$ cat src/rtl/alu_cmd_master.sv
`default_nettype none
// ============================================================================
// Module      : alu_cmd_master
// Description : Accepts one ALU command at a time, drives the ALU enable,
//               opcode and operand buses, waits ALU_LAT cycles, captures the
//               result and interrupt flag, clears the ALU interrupt when it
//               was raised, and presents the response on a valid/ready port.
//               Keeps a saturating count of interrupting responses.
// Revision    : 1.0 - initial release
// ============================================================================
module alu_cmd_master #(
  parameter int DATA_W  = 8,
  parameter int OP_W    = 3,
  parameter int ALU_LAT = 1
) (
  input  logic              alu_clk,
  input  logic              rst,
  // command port
  input  logic              cmd_valid,
  output logic              cmd_ready,
  input  logic              cmd_mode,
  input  logic [OP_W-1:0]   cmd_op,
  input  logic [DATA_W-1:0] cmd_a,
  input  logic [DATA_W-1:0] cmd_b,
  // ALU side
  output logic              alu_enable,
  output logic              alu_enable_a,
  output logic              alu_enable_b,
  output logic [OP_W-1:0]   alu_op_a,
  output logic [OP_W-1:0]   alu_op_b,
  output logic [DATA_W-1:0] alu_in_a,
  output logic [DATA_W-1:0] alu_in_b,
  output logic              alu_irq_clr,
  input  logic [DATA_W-1:0] alu_out,
  input  logic              alu_irq,
  // response port
  output logic              rsp_valid,
  input  logic              rsp_ready,
  output logic [DATA_W-1:0] rsp_data,
  output logic              rsp_irq,
  output logic [7:0]        irq_cnt
);

  typedef enum logic [2:0] {
    S_IDLE   = 3'd0,
    S_DRIVE  = 3'd1,
    S_WAIT   = 3'd2,
    S_IRQCLR = 3'd3,
    S_RESP   = 3'd4
  } state_t;

  // WAIT lasts ALU_LAT cycles; the counter runs down to zero on the last one.
  localparam logic [3:0] LAT_LAST = 4'(ALU_LAT - 1);

  state_t              state_q,        state_d;
  logic [3:0]          cnt_q,          cnt_d;
  logic                cmd_ready_q,    cmd_ready_d;
  logic                alu_enable_q,   alu_enable_d;
  logic                alu_enable_a_q, alu_enable_a_d;
  logic                alu_enable_b_q, alu_enable_b_d;
  logic [OP_W-1:0]     alu_op_a_q,     alu_op_a_d;
  logic [OP_W-1:0]     alu_op_b_q,     alu_op_b_d;
  logic [DATA_W-1:0]   alu_in_a_q,     alu_in_a_d;
  logic [DATA_W-1:0]   alu_in_b_q,     alu_in_b_d;
  logic                alu_irq_clr_q,  alu_irq_clr_d;
  logic                rsp_valid_q,    rsp_valid_d;
  logic [DATA_W-1:0]   rsp_data_q,     rsp_data_d;
  logic                rsp_irq_q,      rsp_irq_d;
  logic [7:0]          irq_cnt_q,      irq_cnt_d;

  // Next-state and registered-output computation; outputs are prepared one
  // cycle ahead so they are valid for the whole cycle of the state they belong to.
  always_comb begin
    state_d        = state_q;
    cnt_d          = cnt_q;
    cmd_ready_d    = cmd_ready_q;
    alu_enable_d   = 1'b0;
    alu_enable_a_d = 1'b0;
    alu_enable_b_d = 1'b0;
    alu_op_a_d     = alu_op_a_q;
    alu_op_b_d     = alu_op_b_q;
    alu_in_a_d     = alu_in_a_q;
    alu_in_b_d     = alu_in_b_q;
    alu_irq_clr_d  = 1'b0;
    rsp_valid_d    = rsp_valid_q;
    rsp_data_d     = rsp_data_q;
    rsp_irq_d      = rsp_irq_q;
    irq_cnt_d      = irq_cnt_q;

    case (state_q)
      S_IDLE: begin
        // cmd_ready rises on the first edge after reset release
        cmd_ready_d = 1'b1;
        if (cmd_valid && cmd_ready_q) begin
          state_d        = S_DRIVE;
          cmd_ready_d    = 1'b0;
          alu_enable_d   = 1'b1;
          alu_enable_a_d = ~cmd_mode;
          alu_enable_b_d = cmd_mode;
          alu_op_a_d     = cmd_mode ? '0 : cmd_op;
          alu_op_b_d     = cmd_mode ? cmd_op : '0;
          alu_in_a_d     = cmd_a;
          alu_in_b_d     = cmd_b;
        end
      end
      S_DRIVE: begin
        cnt_d   = LAT_LAST;
        state_d = S_WAIT;
      end
      S_WAIT: begin
        if (cnt_q == 4'd0) begin
          // alu_irq is only looked at here; earlier wiggles are ignored
          rsp_data_d = alu_out;
          rsp_irq_d  = alu_irq;
          if (alu_irq) begin
            state_d       = S_IRQCLR;
            alu_irq_clr_d = 1'b1;
          end else begin
            state_d     = S_RESP;
            rsp_valid_d = 1'b1;
          end
        end else begin
          cnt_d = cnt_q - 4'd1;
        end
      end
      S_IRQCLR: begin
        state_d     = S_RESP;
        rsp_valid_d = 1'b1;
      end
      S_RESP: begin
        if (rsp_ready) begin
          state_d     = S_IDLE;
          rsp_valid_d = 1'b0;
          cmd_ready_d = 1'b1;
          if (rsp_irq_q && (irq_cnt_q != 8'hFF)) begin
            irq_cnt_d = irq_cnt_q + 8'd1;
          end
        end
      end
      default: begin
        state_d = S_IDLE;
      end
    endcase
  end

  // State and output registers; reset discards any in-flight command.
  always_ff @(posedge alu_clk or posedge rst) begin
    if (rst) begin
      state_q        <= S_IDLE;
      cnt_q          <= 4'd0;
      cmd_ready_q    <= 1'b0;
      alu_enable_q   <= 1'b0;
      alu_enable_a_q <= 1'b0;
      alu_enable_b_q <= 1'b0;
      alu_op_a_q     <= '0;
      alu_op_b_q     <= '0;
      alu_in_a_q     <= '0;
      alu_in_b_q     <= '0;
      alu_irq_clr_q  <= 1'b0;
      rsp_valid_q    <= 1'b0;
      rsp_data_q     <= '0;
      rsp_irq_q      <= 1'b0;
      irq_cnt_q      <= 8'd0;
    end else begin
      state_q        <= state_d;
      cnt_q          <= cnt_d;
      cmd_ready_q    <= cmd_ready_d;
      alu_enable_q   <= alu_enable_d;
      alu_enable_a_q <= alu_enable_a_d;
      alu_enable_b_q <= alu_enable_b_d;
      alu_op_a_q     <= alu_op_a_d;
      alu_op_b_q     <= alu_op_b_d;
      alu_in_a_q     <= alu_in_a_d;
      alu_in_b_q     <= alu_in_b_d;
      alu_irq_clr_q  <= alu_irq_clr_d;
      rsp_valid_q    <= rsp_valid_d;
      rsp_data_q     <= rsp_data_d;
      rsp_irq_q      <= rsp_irq_d;
      irq_cnt_q      <= irq_cnt_d;
    end
  end

  assign cmd_ready    = cmd_ready_q;
  assign alu_enable   = alu_enable_q;
  assign alu_enable_a = alu_enable_a_q;
  assign alu_enable_b = alu_enable_b_q;
  assign alu_op_a     = alu_op_a_q;
  assign alu_op_b     = alu_op_b_q;
  assign alu_in_a     = alu_in_a_q;
  assign alu_in_b     = alu_in_b_q;
  assign alu_irq_clr  = alu_irq_clr_q;
  assign rsp_valid    = rsp_valid_q;
  assign rsp_data     = rsp_data_q;
  assign rsp_irq      = rsp_irq_q;
  assign irq_cnt      = irq_cnt_q;

endmodule
`default_nettype wire

$ cat config.mk
export PLATFORM = sky130hd
export DESIGN_NAME = alu_cmd_master
export DESIGN_NICKNAME = d
export VERILOG_FILES = /design/src/rtl/alu_cmd_master.sv
export SDC_FILE = /design/constraint.sdc
export NUM_CORES = 1
export LEC_CHECK = 0
export CORE_MARGIN = 2
export CORE_UTILIZATION = 45
export CTS_BUF_LIST = sky130_fd_sc_hd__clkbuf_8 sky130_fd_sc_hd__clkbuf_16
export CTS_CLUSTER_SIZE = 20
export DETAILED_ROUTE_END_ITERATION = 10
export GPL_TIMING_DRIVEN = 1
export PLACE_DENSITY = 0.83
export SKIP_LAST_GASP = 1
export SYNTH_ARGS = -nofsm -noshare
export SYNTH_HDL_FRONTEND = slang
export SYNTH_SLANG_ARGS = --single-unit
$ cat constraint.sdc
create_clock -name alu_clk -period 2.2 [get_ports alu_clk]
set_input_delay 0.22 -clock alu_clk [delete_from_list [all_inputs] [get_ports alu_clk]]
set_output_delay 0.22 -clock alu_clk [all_outputs]
set_load 0.02 [all_outputs]
==> results by group <==
Global route
  • Global-route wire length before repair: 7710 um
  • Vias in the first global route: 1623
  • Pin count of the biggest net entering global routing: 29
  • Initial antenna violation count: 0
  • GR Util All Layers: 18.0%
  • GRT overflow: 0

Logic synthesis
  • Mux cell area share after synthesis: 19.4%
  • Post-Synthesis Cells: 172
  • Yosys warning count: 0
  • Post-synthesis compound-gate area fraction: 6.94%
  • Ys async rst share: 100%
  • Synth top area cells: dfrtp_1, mux2_2, mux2_4, mux2i_1, o21ai_0
  • XOR/XNOR Fraction of Synth Area: 0.380%
  • #FFs+latches synth: 52
  • Synthesized area per cell: 13.4 um^2
  • Yosys cell types: 38
  • Cell accounting for the most synthesized area: dfrtp_1
  • Simple-Gate Fraction of Synth Area: 11.3%
  • Mapped Area: 2310 um^2
  • Sequential fraction of the synthesis area: 56.4%
  • Number of synthesized flops with an enable pin: 0
  • Syn Nets: 208
  • Largest family of logic cells by synthesized area: multiplexers
  • Primary FF master, synth: dfrtp_1
  • Synth top area share: 56.4%
  • Synth Area in Adders: 1.63%

Floorplan
  • Die Wd: 75.6 um
  • Starting Density: 45.8%
  • Ports: 78
  • Chip height: 75.6 um
  • Core Rows: 26
  • Core ar.: 5040 um^2
  • Die area: 5720 um^2

Cells and area
  • Final Cell Area: 3250 um^2
  • N_diodes: 0
  • Commonest cells after routing, fill and taps aside: clkdlybuf4s50_1, dfrtp_1, mux2_2
  • Final net count: 290
  • Fin util: 64.4%
  • Fill cell count: 392
  • Area Overhead vs Synth: 40.7%
  • Most common cell after layout, fill and taps aside: clkdlybuf4s50_1
  • Final non-filler cell total: 325
  • Share of cells above drive strength 1: 19.6%

Setup path
  • R2R Setup Slk: 430 ps
  • Crit-path max FO: 10
  • Crit path required time: 2390 ps
  • Slowest cell on the critical path: dfrtp_1
  • Crit. End Element: register
  • Arrival time at the worst endpoint: 1960 ps
  • Worst path bufs/invs: 1
  • Cell family contributing the most delay on the critical path: simple AND/OR/NAND/NOR gates
  • WS Path Type: reg2reg
  • CP peak stage delay: 410 ps
  • Cell Chain, Critical Path: inv_1 -> ha_1 -> nor3b_1 -> nand3_2 -> mux2_2
  • CP Launch Type: register

Placement
  • DP Cell Count: 317
  • Pre-CTS WS: 419 ps
  • Placer Congestion: 0.803
  • Area post-placement: 3150 um^2
  • HPWL Detailed: 3590 um
  • Port bufs: 77

Routing
  • DRC Markers: 0
  • DR pass1 iterations: 4
  • Post-Route WL: 4810 um
  • Final ANT Viol Nets: 0
  • DRT iter0 DRCs: 77
  • Vias per cell: 5.10
  • Routed via count: 1658
  • WL/cell: 14.8 um

Timing
  • Slew at the pin with the worst max-slew slack: 555 ps
  • Setup violators final: 0
  • Final period utilization: 80.3%
  • Setup Total Neg Slack: 0 ps
  • Setup ws final: 434 ps
  • Rel. slew slack: 63.0%
  • Fin crit period: 1770 ps
  • Max Fclk: 566 MHz
  • Final hold violations: 0
  • Max Transition Viols Final: 0
  • Clock Skew: 9.03 ps
  • RSZ-0062 raised after global routing: no

Power and ir drop
  • Sequential share of power: 37.8%
  • Worst IR Drop VDD: 779 uV
  • Clock power share: 13.4%
  • Power Internal: 0.00273 W
  • Pwr Density: 1310 nW/um^2
  • Net Sw Power: 0.00153 W
  • Sw frac: 36.0%
  • Pleak: 1.41 nW
  • Gate power share: 48.8%

Clock tree
  • Inserted Clock Buffers: 5
  • CTS Hold Bufs: 0
  • Worst-skew pair later-pin latency: 300 ps
  • H-Tree Depth: 2
  • Setup bufs post-CTS: 0
  • Num Clock Sinks: 52
  • TritonCTS clock tree: done
  • Register clock-pin slew on the reported worst setup and hold paths: 100 ps
  • Root buffer cell: clkbuf_8
  • # resized after CTS: 0
  • Clk buf depth: 2

Worst hold path
  • Worst min path class: in2async

Job
  • Max-cap violations: 0

Run status
  • Outcome: finished, final reports clean
## layout make-up
class                      count  area, um^2  share of cell area [%]
clock buffer                   6        82.6                    2.54
sequential                    52        1300                    40.1
tap                           70        87.6                    2.70
clock inverter                 2        13.8                   0.424
inverter                      11        41.3                    1.27
multi-input combinational    104         915                    28.2
timing repair buffer          80         806                    24.8
## worst reg2reg max path, cell delays in order (launching register included)
cell and delay (ps):
dfrtp_1 410, inv_1 100, ha_1 160, nor3b_1 340, nand3_2 290, mux2_2 370
## cell usage after synthesis (2+ instances only)
master / instances
a21oi_1: 4
a41oi_1: 2
and3_1: 3
and4_1: 2
buf_6: 2
dfrtp_1: 52
ha_1: 3
inv_1: 11
mux2_2: 18
mux2_4: 13
mux2i_1: 5
nand2_1: 5
nand3_1: 5
nand4_1: 2
nor2_1: 4
nor2b_1: 5
o211ai_1: 4
o21ai_0: 9
o31ai_1: 3
or3b_2: 2
## stage by stage
step / hold WS [ps] / power (W)
after floorplan: 286 / 0.00282
after global placement: 489 / 0.00366
after detailed placement: 497 / 0.00372
after CTS: 285 / 0.00431
after global routing: 325 / 0.00451
final: 276 / 0.00426
## routing by layer
layer  part of all wire (%)  up-vias  track usage [%]  routed length [um]
met4                    1.2        0             4.48                  57
li1                       -      779                -                   -
met1                     42      805             22.9                2020
met5                      0        -                0                   0
met2                     48       66             28.9                2320
met3                    8.5        8             7.54                 411
## worst paths after layout
kind / startpoint / to / cells past startpoint
min: rst / alu_in_a[5] / 2
max in group asynchronous: rst / state_q[2] / 3
min reg2reg: rsp_data[7] / rsp_data[7] / 1
max reg2reg: cnt_q[0] / rsp_data[0] / 5
max: cnt_q[0] / rsp_data[0] / 5
min in group alu_clk: cmd_op[2] / alu_op_b[2] / 3
## cell families (layout without fill, tap and decap cells)
kind of cell    Yosys count  after routing
xor+xnor                  1              1
fa+ha+maj                 3              3
buf+inv                  16             99
flops                    52             52
mux                      36             36
simple gates             39             39
compound gates           25             25
## state kept, by name (all words and copies together), names as in the netlist, 3 cells and up
register / flops
state_q: 3
rsp_data: 8
cnt_q: 4
alu_in_b: 8
alu_op_b: 3
alu_in_a: 8
alu_op_a: 3
irq_cnt: 8
## power by group through the flow
| stage | clock network, W | logic, W | registers [W] |
|---|---|---|---|
| 2_1_floorplan | 0 | 0.000841 | 0.00198 |
| 3_3_place_gp | 0 | 0.00204 | 0.00161 |
| 3_5_place_dp | 0 | 0.00210 | 0.00162 |
| 4_1_cts | 0.000588 | 0.00210 | 0.00161 |
| 5_1_grt | 0.000622 | 0.00223 | 0.00166 |
| 6_report | 0.000570 | 0.00208 | 0.00161 |
Note: power is estimated with default switching activity, not from simulation.
